--- src/rtl/xiphos_pkg.sv ---
// ---------------------------------------------------------------------------
// xiphos_pkg
// Shared constants and types for the program-counter front end.
//   XLEN       : PC width in bits
//   RESET_VEC  : PC loaded on reset (word aligned)
//   INC        : sequential PC increment in bytes
//   CNT_W      : width of the issued-PC counter
//   pc_state_e : sequencer FSM states
// ---------------------------------------------------------------------------
package xiphos_pkg;

    localparam int unsigned XLEN      = 32;
    localparam logic [31:0] RESET_VEC = 32'h0000_0000;
    localparam int unsigned INC       = 4;
    localparam int unsigned CNT_W     = 16;

    typedef enum logic [1:0] {
        BOOT = 2'd0,
        RUN  = 2'd1,
        HALT = 2'd2
    } pc_state_e;

    // A redirect target is usable only when it is word aligned.
    function automatic logic is_aligned(input logic [1:0] lsbs);
        return lsbs == 2'b00;
    endfunction

endpackage : xiphos_pkg

--- src/rtl/next_pc_mux.sv ---
// ---------------------------------------------------------------------------
// next_pc_mux
// Combinational 2:1 next-PC selector.
//   x   : in  W  sequential candidate (pc + INC)
//   y   : in  W  redirect candidate
//   sel : in  1  0 selects x, 1 selects y
//   out : out W  selected next PC
// ---------------------------------------------------------------------------
module next_pc_mux #(
    parameter int unsigned W = 32
) (
    input  logic [W-1:0] x,
    input  logic [W-1:0] y,
    input  logic         sel,
    output logic [W-1:0] out
);

    assign out = sel ? y : x;

endmodule : next_pc_mux

--- src/rtl/pc_sequencer.sv ---
// ---------------------------------------------------------------------------
// pc_sequencer
// Program-counter stage: issues PCs to fetch over valid/ready, follows
// aligned redirects, supports halt/resume and drops misaligned redirects.
//   clk             : in  1      system clock, rising edge
//   rst_n           : in  1      asynchronous active-low reset
//   redirect_valid  : in  1      redirect request (single-cycle pulse)
//   redirect_target : in  XLEN   redirect destination
//   halt            : in  1      stop issuing PCs (level)
//   pc_ready        : in  1      fetch accepts pc this cycle
//   pc_valid        : out 1      pc is valid for fetch
//   pc              : out XLEN   current program counter
//   next_sel        : out 1      mux select (combinational): 1 = redirect
//   misalign_err    : out 1      pulse: a misaligned redirect was dropped
//   issue_count     : out CNT_W  accepted PCs, wraps
// ---------------------------------------------------------------------------
module pc_sequencer #(
    parameter int unsigned XLEN      = xiphos_pkg::XLEN,
    parameter logic [XLEN-1:0] RESET_VEC = XLEN'(xiphos_pkg::RESET_VEC),
    parameter int unsigned INC       = xiphos_pkg::INC,
    parameter int unsigned CNT_W     = xiphos_pkg::CNT_W
) (
    input  logic             clk,
    input  logic             rst_n,
    input  logic             redirect_valid,
    input  logic [XLEN-1:0]  redirect_target,
    input  logic             halt,
    input  logic             pc_ready,
    output logic             pc_valid,
    output logic [XLEN-1:0]  pc,
    output logic             next_sel,
    output logic             misalign_err,
    output logic [CNT_W-1:0] issue_count
);

    import xiphos_pkg::*;

    pc_state_e       state;
    pc_state_e       state_next;
    logic [XLEN-1:0] pc_next;
    logic [XLEN-1:0] pc_inc;
    logic [XLEN-1:0] mux_out;
    logic            valid_next;
    logic            aligned;
    logic            misaligned;
    logic            accept;

    // Next-PC candidate selection: sequential vs. redirect target.
    next_pc_mux #(
        .W (XLEN)
    ) u_next_pc_mux (
        .x   (pc_inc),
        .y   (redirect_target),
        .sel (next_sel),
        .out (mux_out)
    );

    // Decoded handshake and redirect qualifiers; a misaligned redirect never
    // steers the mux, so the rest of the logic sees it as no redirect at all.
    always_comb begin
        aligned    = redirect_valid && is_aligned(redirect_target[1:0]);
        misaligned = redirect_valid && !aligned;
        next_sel   = aligned;
        accept     = pc_valid && pc_ready;
        pc_inc     = pc + XLEN'(INC);
    end

    // Next-state and next-PC logic.
    always_comb begin
        state_next = state;
        pc_next    = pc;
        valid_next = 1'b0;
        case (state)
            BOOT: begin
                state_next = RUN;
                if (aligned) begin
                    pc_next = mux_out;
                end
            end
            RUN: begin
                // Redirect wins over an unaccepted PC; mux already picks it.
                if (aligned || accept) begin
                    pc_next = mux_out;
                end
                if (halt) begin
                    state_next = HALT;
                end
            end
            HALT: begin
                if (aligned) begin
                    pc_next = mux_out;
                end
                if (!halt) begin
                    state_next = RUN;
                end
            end
            default: begin
                state_next = BOOT;
            end
        endcase
        valid_next = (state_next == RUN);
    end

    // State, PC, valid, counter and error registers.
    always_ff @(posedge clk or negedge rst_n) begin
        if (!rst_n) begin
            state        <= BOOT;
            pc           <= RESET_VEC;
            pc_valid     <= 1'b0;
            issue_count  <= '0;
            misalign_err <= 1'b0;
        end else begin
            state        <= state_next;
            pc           <= pc_next;
            pc_valid     <= valid_next;
            misalign_err <= misaligned;
            if (accept) begin
                issue_count <= issue_count + CNT_W'(1);
            end
        end
    end

endmodule : pc_sequencer

--- config.mk ---
export PLATFORM = sky130hd
export DESIGN_NAME = pc_sequencer
export DESIGN_NICKNAME = d
export VERILOG_FILES = /design/src/rtl/xiphos_pkg.sv /design/src/rtl/next_pc_mux.sv /design/src/rtl/pc_sequencer.sv
export SDC_FILE = /design/constraint.sdc
export NUM_CORES = 1
export LEC_CHECK = 0
export BUFFER_PORTS_ARGS = -buffer_cell sky130_fd_sc_hd__buf_2
export CORE_MARGIN = 2
export CORE_UTILIZATION = 55
export DETAILED_ROUTE_END_ITERATION = 10
export HOLD_SLACK_MARGIN = 0.03
export PLACE_DENSITY = 0.89
export SYNTH_ARGS = -nofsm -noshare
export SYNTH_HDL_FRONTEND = slang
export SYNTH_SLANG_ARGS = --single-unit
export TNS_END_PERCENT = 50
--- constraint.sdc ---
create_clock -name clk -period 6 [get_ports clk]
set_input_delay 1.2 -clock clk [delete_from_list [all_inputs] [get_ports clk]]
set_output_delay 1.2 -clock clk [all_outputs]
set_load 0.03 [all_outputs]
==> results.cfg, run 1 <==
[finish]
fillers = 418
multi_input_area_um2 = 1460
regArea_um2 = 1300
layoutNonFillerInstCount = 464
antennaDiodeCount = 0
nets = 432
drive_gt1_share_pct = 27.9
area_growth_pct = 19.7

[worst_setup_path]
worstSetupPathType = input port to output pin
slowest_stage = inv_1
endpoint_kind = output pin
crit_path_cell_trace = buf_2 -> or3b_2 -> buf_4 -> inv_1 -> buf_2
critPathMaxFanout = 64
arrival_ns = 2.89
required_ns = 4.80
critPathLaunchType = input port
cp_common_cell = buf_2
slowest_delay_ns = 0.49

[yosys]
synth_top_family_by_area = simple AND/OR/NAND/NOR gates
synth_area_leaders = dfrtp_1, a21oi_1, nand3_1
syn_area_um2 = 2850
synth-seq-cells = 52
synth_compound_area_share_pct = 19.1
synth_area_per_cell_um2 = 9.03
synthDistinctLibCells = 49
netlist_instances = 315
synth_mux_area_share_pct = 1.98
syn_nets = 354
synth_xor_area_share_pct = 4.93
synth-simple-area-share_pct = 24.2
synthAdderAreaFrac_pct = 0.880
synth_top_area_share_pct = 45.7
yosysTopAreaCell = dfrtp_1
seq_area_frac_synth_pct = 45.7
yosys_warnings = 0

[floorplan]
pin_count = 88
initial_core_util_pct = 56.4
core_um2 = 5040
die-area_um2 = 5760
fp.dieH_um = 75.9
rows = 26
fp.dieW_um = 75.9

[grt]
gr-total-overflow = 0
grt_max_degree = 65
grtUsageTotal_pct = 26.3
antenna_found_initial = 0
grt_pass1_vias = 2771
grt_pass1_wl_um = 12600

[place]
placed_cells = 456
hpwl_um = 5030
place_congestion = 0.855
preCtsSetupSlack_ns = 1.95
io_buffers = 87

[status]
status = finished, final reports clean

[pwr]
internal_power_uw = 764
sw_frac_of_total_pct = 49.9
leakagePower_nw = 1.56
switchingPower_uw = 760
seqPwrFrac_pct = 41.5
vdd_drop_max_mv = 0.249
p_clk_share_pct = 13.6
powerDensity_nw_per_um2 = 447
p_comb_share_pct = 44.9

[clock_tree]
cts-root-buf = clkbuf_8
cts_buffers = 5
htree_levels = 2
clock_path_buffers = 2
tritoncts = done
clkLatencyLatePin_ns = 0.31
cts_setup_buffers = 0
cts_sinks = 52
hold_buffers = 0
cts-resized-gates = 0
clk_pin_slew_worst_paths_ns = 0.09

[detailed_routing]
drtIter0Drc = 337
ant_nets = 0
wire_per_inst_um = 15.6
vias = 2843
vias_per_cell = 6.13
totalWireLength_um = 7250
firstDrtPassIters = 5
drc = 0

[timing]
finalHoldViolations = 0
fin_ws_ns = 1.91
fmax_mhz = 245
drv_slew = 0
setup_tns_ns = 0
fin_skew_ns = 0.00731
slew_headroom_pct = 54.9
setup_viol = 0
period_minus_slack_ns = 4.09
rsz0062_at_grt = false
worstMarginPinSlew_ns = 0.672
min_period_over_period_pct = 68.1

[hold_path]
hold_path_class = flop to flop

[flow_run]
drv_cap = 0
## routing by layer
metal	routed length, um	track usage [%]	vias to the layer above
li1	-	-	1333
met1	2930	32.9	1346
met2	3590	44.5	146
met3	601	5.60	18
met4	125	10.9	0
met5	0	0	-
## stage by stage
stage          hold WS (ns)  instance area [um^2]  power (mW)  util, %
2_1_floorplan         0.583                  2850        1.10        -
3_3_place_gp          0.451                  3320        1.29     65.8
3_5_place_dp          0.476                  3320        1.31     65.8
4_1_cts               0.493                  3410        1.52     67.6
5_1_grt               0.498                  3410        1.62     67.6
6_report              0.481                  3410        1.52     67.6
## kinds of logic after synthesis
| family | after synthesis |
|---|---|
| flops | 52 |
| xor+xnor | 16 |
| simple gates | 127 |
| buf+inv | 22 |
| compound gates | 91 |
| fa+ha+maj | 2 |
| mux | 5 |
## critical path: cells and delay by family
kind	cells	cell delay, ns
buffers and inverters	4	1.21
and+or+nand+nor	1	0.46
## Yosys cell counts (all sizes together)
library cell,count
a211oi,1
a21o,1
a21oi,41
a221o,1
a22oi,1
a2bb2oi,6
a311oi,1
a31oi,1
a41o,1
and2,4
and3,8
and4,6
buf,3
clkbuf,16
dfrtp,52
ha,2
inv,3
mux2,2
mux2i,3
nand2,31
nand3,29
nand4,15
nor2,17
nor2b,2
nor3,5
nor4,2
o211ai,1
o21a,2
o21ai,18
o22ai,10
o311ai,1
o31ai,2
o32ai,1
o41ai,2
or3,3
or3b,1
or4,4
xnor2,11
xor2,5
## path summary, 6_finish.rpt
path / startpoint / to / slack [ns] / cells past startpoint
min in group asynchronous: rst_n / issue_count[15] / 0.98 / 2
worst max register to register: pc[12] / pc[28] / 3.78 / 5
worst max-delay path: redirect_target[1] / next_sel / 1.91 / 5
max in group asynchronous: rst_n / pc[10] / 4.57 / 2
worst min register to register: issue_count[15] / issue_count[15] / 0.48 / 1
worst min-delay path: issue_count[15] / issue_count[15] / 0.48 / 1
## final cells by class
class / count / share of cell area (%)
timing repair buffer: 90 / 13.4
inverter: 3 / 0.331
tap: 70 / 2.57
sequential: 52 / 38.2
clock inverter: 3 / 0.661
clock buffer: 5 / 2.02
multi-input combinational: 241 / 42.8
## power by group through the flow
stage / clock network [mW] / registers, mW / logic [mW]
4_1_cts: 0.213 / 0.627 / 0.684
5_1_grt: 0.229 / 0.656 / 0.739
2_1_floorplan: 0 / 0.815 / 0.285
6_report: 0.206 / 0.633 / 0.684
3_3_place_gp: 0 / 0.623 / 0.663
3_5_place_dp: 0 / 0.633 / 0.680
## state kept, by name (all words and copies together) (netlist names)
register,cells
issue_count,16
misalign_err,1
pc,32
pc_valid,1
state,2
## placed cells by master, fill, tap and decap left out, types with 2 or more instances in the layout
cell       Yosys  layout
buf_2          0      87
and3_2         2       2
dfrtp_1       52      52
o21ai_0       18      18
mux2i_1        3       3
a21oi_2        1       2
xnor2_1       11      11
nand4_1       13      13
o22ai_1       10      10
o41ai_1        2       2
nor3_1         5       5
inv_1          3       3
or3_1          2       2
and4_1         5       5
a21oi_1       40      39
nor4_1         2       2
ha_1           2       2
and2_1         3       3
or4_1          3       3
and3_1         6       6
nand3_1       29      29
nor2_1        17      17
xor2_1         5       5
o31ai_1        2       2
a2bb2oi_1      6       6
buf_4          0       3
clkbuf_8       0       5
o21a_1         2       2
nand2_1       31      31
nor2b_1        2       2
Note: power is estimated with default switching activity, not from simulation.
==> run 2: changes to the inputs <==
--- a/config.mk
+++ b/config.mk
@@ -5,12 +5,13 @@
 export SDC_FILE = /design/constraint.sdc
 export NUM_CORES = 1
 export LEC_CHECK = 0
+export ABC_AREA = 1
 export BUFFER_PORTS_ARGS = -buffer_cell sky130_fd_sc_hd__buf_2
 export CORE_MARGIN = 2
-export CORE_UTILIZATION = 55
+export CORE_UTILIZATION = 48
 export DETAILED_ROUTE_END_ITERATION = 10
 export HOLD_SLACK_MARGIN = 0.03
-export PLACE_DENSITY = 0.89
+export PLACE_DENSITY = 0.81
 export SYNTH_ARGS = -nofsm -noshare
 export SYNTH_HDL_FRONTEND = slang
 export SYNTH_SLANG_ARGS = --single-unit
==> constraint.sdc (replaced) <==
create_clock -name clk -period 3.3 [get_ports clk]
set_input_delay 0.66 -clock clk [delete_from_list [all_inputs] [get_ports clk]]
set_output_delay 0.66 -clock clk [all_outputs]
set_load 0.03 [all_outputs]
==> run 2 against run 1 <==
  * Non-clock buffer count rose by 2
  * Sequential power rose by 83%
  * Total power increased by 100%
  * Design area grew 16%
  * Highest routed layer unchanged
  * Via count grew 18%
  * Sequential cell count stayed put
  * Register-to-register slack got worse by 2.2 ns
  * Clock power is 130% higher
  * Largest cell class unchanged
  * Cell count is 42% higher
  * Clock skew rose by 0.0041 ns
==> results.cfg, run 2 <==
[yosys]
yosys_warnings = 0
synth_top_area_share_pct = 39.0
netlist_instances = 490
synth_commonest_cells = nand2_1, nor2_1, dfrtp_1, inv_1, nand3_1
synthDistinctLibCells = 30
synth_edf_count = 0
yosysTopAreaCell = dfrtp_1
syn_area_um2 = 3340
yosysMostFrequentCell = nand2_1
synth_area_per_cell_um2 = 6.81
seq_area_frac_synth_pct = 39.0
syn_nets = 529
synth-seq-cells = 52
synth_area_leaders = dfrtp_1, nand2_1, nor2_1
synth-async-reset-ratio_pct = 100
ys.flop_type = dfrtp_1

[pwr]
leakagePower_nw = 2.14
p_clk_share_pct = 15.0
power.total_mw = 3.09
powerDensity_nw_per_um2 = 784
internal_power_mw = 1.52
seqPwrFrac_pct = 37.4
sw_frac_of_total_pct = 50.8
vdd_drop_max_mv = 0.551
p_comb_share_pct = 47.6
switchingPower_mw = 1.57

[worst_setup_path]
worstSetupPathType = input port to output pin
critPathMaxFanout = 16
r2r_end = pc[13]
slowest_stage = nand2_2
ff2ff_path_depth = 9
slowest_delay_ns = 0.23
cp_num_buf_inv = 3
cp_common_cell = buf_2
cp_num_cells = 5
reg2reg_slack_ns = 1.61
arrival_ns = 1.52
worstSetupEndpoint = next_sel
crit_path_cell_trace = buf_2 -> nor2_1 -> nand2_2 -> inv_1 -> buf_2
r2r_start = pc_valid
cpLargestDelayFamily = buffers and inverters
endpoint_kind = output pin
critPathLaunchType = input port
cp-startpoint = redirect_target[1]
required_ns = 2.64

[floorplan]
fp.dieW_um = 87.4
die-area_um2 = 7640
rows = 30
pin_count = 88
core_um2 = 6760
fp.dieH_um = 87.4
initial_core_util_pct = 49.4

[timing]
fin_ws_ns = 1.12
setup_tns_ns = 0
worstMarginPinSlew_ns = 0.587
drv_slew = 0
rsz0062_at_grt = false
setup_viol = 0
fmax_mhz = 458
period_minus_slack_ns = 2.18
finalHoldViolations = 0
fin_skew_ns = 0.0114
min_period_over_period_pct = 66.1
hold_ws_ns = 0.326
slew_headroom_pct = 60.9

[place]
hpwl_um = 6290
io_buffers = 87
place_congestion = 0.901
place_area_um2 = 3830
placed_cells = 649
preCtsSetupSlack_ns = 0.986

[clock_tree]
cts-resized-gates = 0
cts_buffers = 5
hold_buffers = 0
htree_levels = 2
cts_sinks = 52
clk_pin_slew_worst_paths_ns = 0.11
tritoncts = done
cts_setup_buffers = 0
cts-root-buf = clkbuf_8
clock_path_buffers = 2
clkLatencyLatePin_ns = 0.32

[flow_run]
drv_cap = 0

[finish]
drive_gt1_share_pct = 22.4
utilization_pct = 58.4
final_cell_mix = nand2_1, buf_2, nor2_1
biggestRegsByFlops = pc: 32 flops, issue_count: 16 flops, state: 2 flops
area_growth_pct = 18.2
fillers = 640
design_area_um2 = 3950
antennaDiodeCount = 0
layoutNonFillerInstCount = 657
final_common_cell = nand2_1
regMostFlops = pc
largest_register_ffs = 32
nets = 615

[detailed_routing]
drc = 0
vias = 3346
vias_per_cell = 5.09
totalWireLength_um = 8160
wire_per_inst_um = 12.4
drtIter0Drc = 123
firstDrtPassIters = 4
ant_nets = 0

[grt]
grt_pass1_wl_um = 14000
antenna_found_initial = 0
grt_max_degree = 46
gr-total-overflow = 0
grtUsageTotal_pct = 23.0
grt_pass1_vias = 3219

[status]
status = finished, final reports clean

[hold_path]
hold_path_class = input port to async pin
[run 2: how the worst min path moves through the flow]
stage                           endpoint  slack [ns]
final                             pc[11]        0.33
after global routing      issue_count[2]        0.37
after CTS                         pc[11]        0.34
after detailed placement  issue_count[4]        0.48
after global placement    issue_count[9]        0.48
after floorplan           issue_count[0]        0.36
[run 2: per-layer routing]
metal	part of all wire (%)	global-route usage (%)	vias up
met5	0	0	-
met4	1.6	7.13	0
met3	5.9	3.13	12
met2	48	40.9	100
met1	45	28.6	1541
li1	-	-	1693
[run 2: kinds of logic (layout without fill, tap and decap cells)]
kind of cell    count (synthesis)  after routing  synth area share (%)
compound gates                 48             48                  7.50
xor+xnor                       12             12                  3.15
fa+ha+maj                       2              2                 0.750
buf+inv                        67            154                  8.58
flops                          52             52                  39.0
simple gates                  309            309                  41.0
[run 2: final cells by class]
type	count	area [um^2]	area share, %
Multi-Input combinational cell	371	1750	44.4
Sequential cell	52	1300	33.0
Timing Repair Buffer	92	473	12.0
Inverter	54	203	5.14
Tap cell	80	100	2.54
Clock buffer	5	68.8	1.74
Clock inverter	3	46.3	1.17
[run 2: power by group through the flow]
stage,Sequential (mW),Clock [mW],Combinational (mW)
global route,1.20,0.494,1.64
global placement,1.15,0,1.45
floorplan,1.52,0,0.680
CTS,1.15,0.471,1.49
detailed placement,1.16,0,1.48
finish,1.16,0.464,1.47
==> run 3: changes to the inputs <==
==> constraint.sdc (replaced) <==
create_clock -name clk -period 1.9 [get_ports clk]
set_input_delay 0.38 -clock clk [delete_from_list [all_inputs] [get_ports clk]]
set_output_delay 0.38 -clock clk [all_outputs]
set_load 0.03 [all_outputs]
==> run 3 against run 2 <==
  * Sequential share of layout area shrank 0.30 points
  * Clock power up 90%
  * Via count decreased by 0.36%
  * Sequential power grew 73%
  * Wire length shrank 0.61%
  * Non-clock buffer count rose by 3
  * Register-to-register slack lost 1.3 ns
  * Largest power group unchanged
  * Clock skew down 0.0068 ns
  * Worst setup slack worse by 0.84 ns
  * Largest cell class unchanged
  * Highest routed layer unchanged
  * Hold slack got worse by 0.31 ns
==> results.cfg, run 3 (synthesized netlist as in run 2, its figures left out) <==
[status]
status = finished, final reports clean

[timing]
fin_ws_ns = 0.274
setup_viol = 0
min_period_over_period_pct = 85.6
slew_headroom_pct = 68.7
fmax_mhz = 615
worstMarginPinSlew_ns = 0.469
period_minus_slack_ns = 1.63
fin_skew_ns = 0.00462
finalHoldViolations = 0
rsz0062_at_grt = false
drv_slew = 0
setup_tns_ns = 0

[detailed_routing]
vias_per_cell = 5.06
firstDrtPassIters = 4
wire_per_inst_um = 12.3
drc = 0
drtIter0Drc = 173
ant_nets = 0
vias = 3334
totalWireLength_um = 8110

[floorplan]
pin_count = 88
rows = 30
core_um2 = 6760
die-area_um2 = 7640
initial_core_util_pct = 49.4
fp.dieH_um = 87.4
fp.dieW_um = 87.4

[finish]
regMostFlops = pc
regArea_um2 = 1300
final_cell_mix = nand2_1, buf_2, nor2_1
biggestRegsByFlops = pc: 32 flops, issue_count: 16 flops, state: 2 flops
area_growth_pct = 19.3
drive_gt1_share_pct = 22.6
fillers = 669
final_common_cell = nand2_1
nets = 618
multi_input_area_um2 = 1750
largest_register_ffs = 32
antennaDiodeCount = 0

[grt]
grt_pass1_vias = 3117
grt_pass1_wl_um = 13700
grt_max_degree = 24
gr-total-overflow = 0
grtUsageTotal_pct = 22.5
antenna_found_initial = 0

[place]
hpwl_um = 6220
io_buffers = 87
preCtsSetupSlack_ns = 0.175
place_congestion = 0.857

[flow_run]
drv_cap = 0

[worst_setup_path]
arrival_ns = 1.82
slowest_delay_ns = 0.43
cp_num_buf_inv = 1
critPathMaxFanout = 7
required_ns = 2.10
cp-startpoint = pc[3]
cp_common_cell = nand2_1
crit_path_cell_trace = ha_1 -> nand2_2 -> nor2_8 -> nand2_2 -> nor2_4 -> nand2_1 -> nand2_1 -> nand2_1 -> o21ai_0 -> inv_1
cpLargestDelayFamily = simple AND/OR/NAND/NOR gates
critPathLaunchType = flop
endpoint_kind = flop
r2r_start = pc[3]
slowest_stage = dfrtp_1
worstSetupPathType = flop to flop

[hold_path]
hold_path_class = input port to async pin

[clock_tree]
cts_setup_buffers = 0
cts-root-buf = clkbuf_8
tritoncts = done
clock_path_buffers = 2
cts-resized-gates = 0
hold_buffers = 0
cts_buffers = 5
clk_pin_slew_worst_paths_ns = 0.09
htree_levels = 2
clkLatencyLatePin_ns = 0.31
cts_sinks = 52

[pwr]
vdd_drop_max_mv = 0.871
powerDensity_nw_per_um2 = 1370
leakagePower_nw = 2.16
[run 3: changes by cell type in the layout (fill, tap and decap cells not counted), sizes merged]
cell,delta
buf,+3
clkinv,-1
bufinv,+1
inv,-1
[run 3: where the power goes]
part	internal (mW)	total [mW]	leakage, nW	switching, mW
clock network	0.518	0.882	0.0642	0.364
registers	1.49	2.01	0.639	0.528
logic	0.770	2.57	1.46	1.80
total	2.77	5.47	2.16	2.69
[run 3: path summary, 6_finish.rpt]
check,slack [ns],depth (start not counted),end
setup / recovery,0.27,10,pc[16]
hold / removal,0.02,1,issue_count[0]
setup reg to reg,0.27,10,pc[16]
hold reg to reg,0.50,1,issue_count[5]
max in group asynchronous,1.26,2,pc[14]
min in group clk,0.29,3,misalign_err
[run 3: through the flow]
stage          utilization [%]  hold slack (ns)  total power [mW]  instances  instance area [um^2]
2_1_floorplan                -           0.0844              3.82        490                  3340
3_3_place_gp              57.0            0.365              4.53        652                  3850
3_5_place_dp              57.0            0.365              4.59        652                  3850
4_1_cts                   58.9           0.0303              5.49        659                  3980
5_1_grt                   58.9           0.0372              5.87        659                  3980
6_report                  58.9           0.0180              5.47        659                  3980
[run 3: layout make-up]
class / count / area share [%]
sequential: 52 / 32.7
timing repair buffer: 95 / 12.4
clock inverter: 2 / 1.51
tap: 80 / 2.51
inverter: 54 / 5.09
multi-input combinational: 371 / 44.0
clock buffer: 5 / 1.73
[run 3: layer usage]
layer | routed length, um | global-route usage, % | vias up | share of wire, %
met5 | 0 | 0 | - | 0
met4 | 123 | 6.71 | 0 | 1.5
met3 | 481 | 3.70 | 12 | 5.9
met2 | 3810 | 38.1 | 108 | 47
met1 | 3700 | 29.3 | 1512 | 46
li1 | - | - | 1702 | -
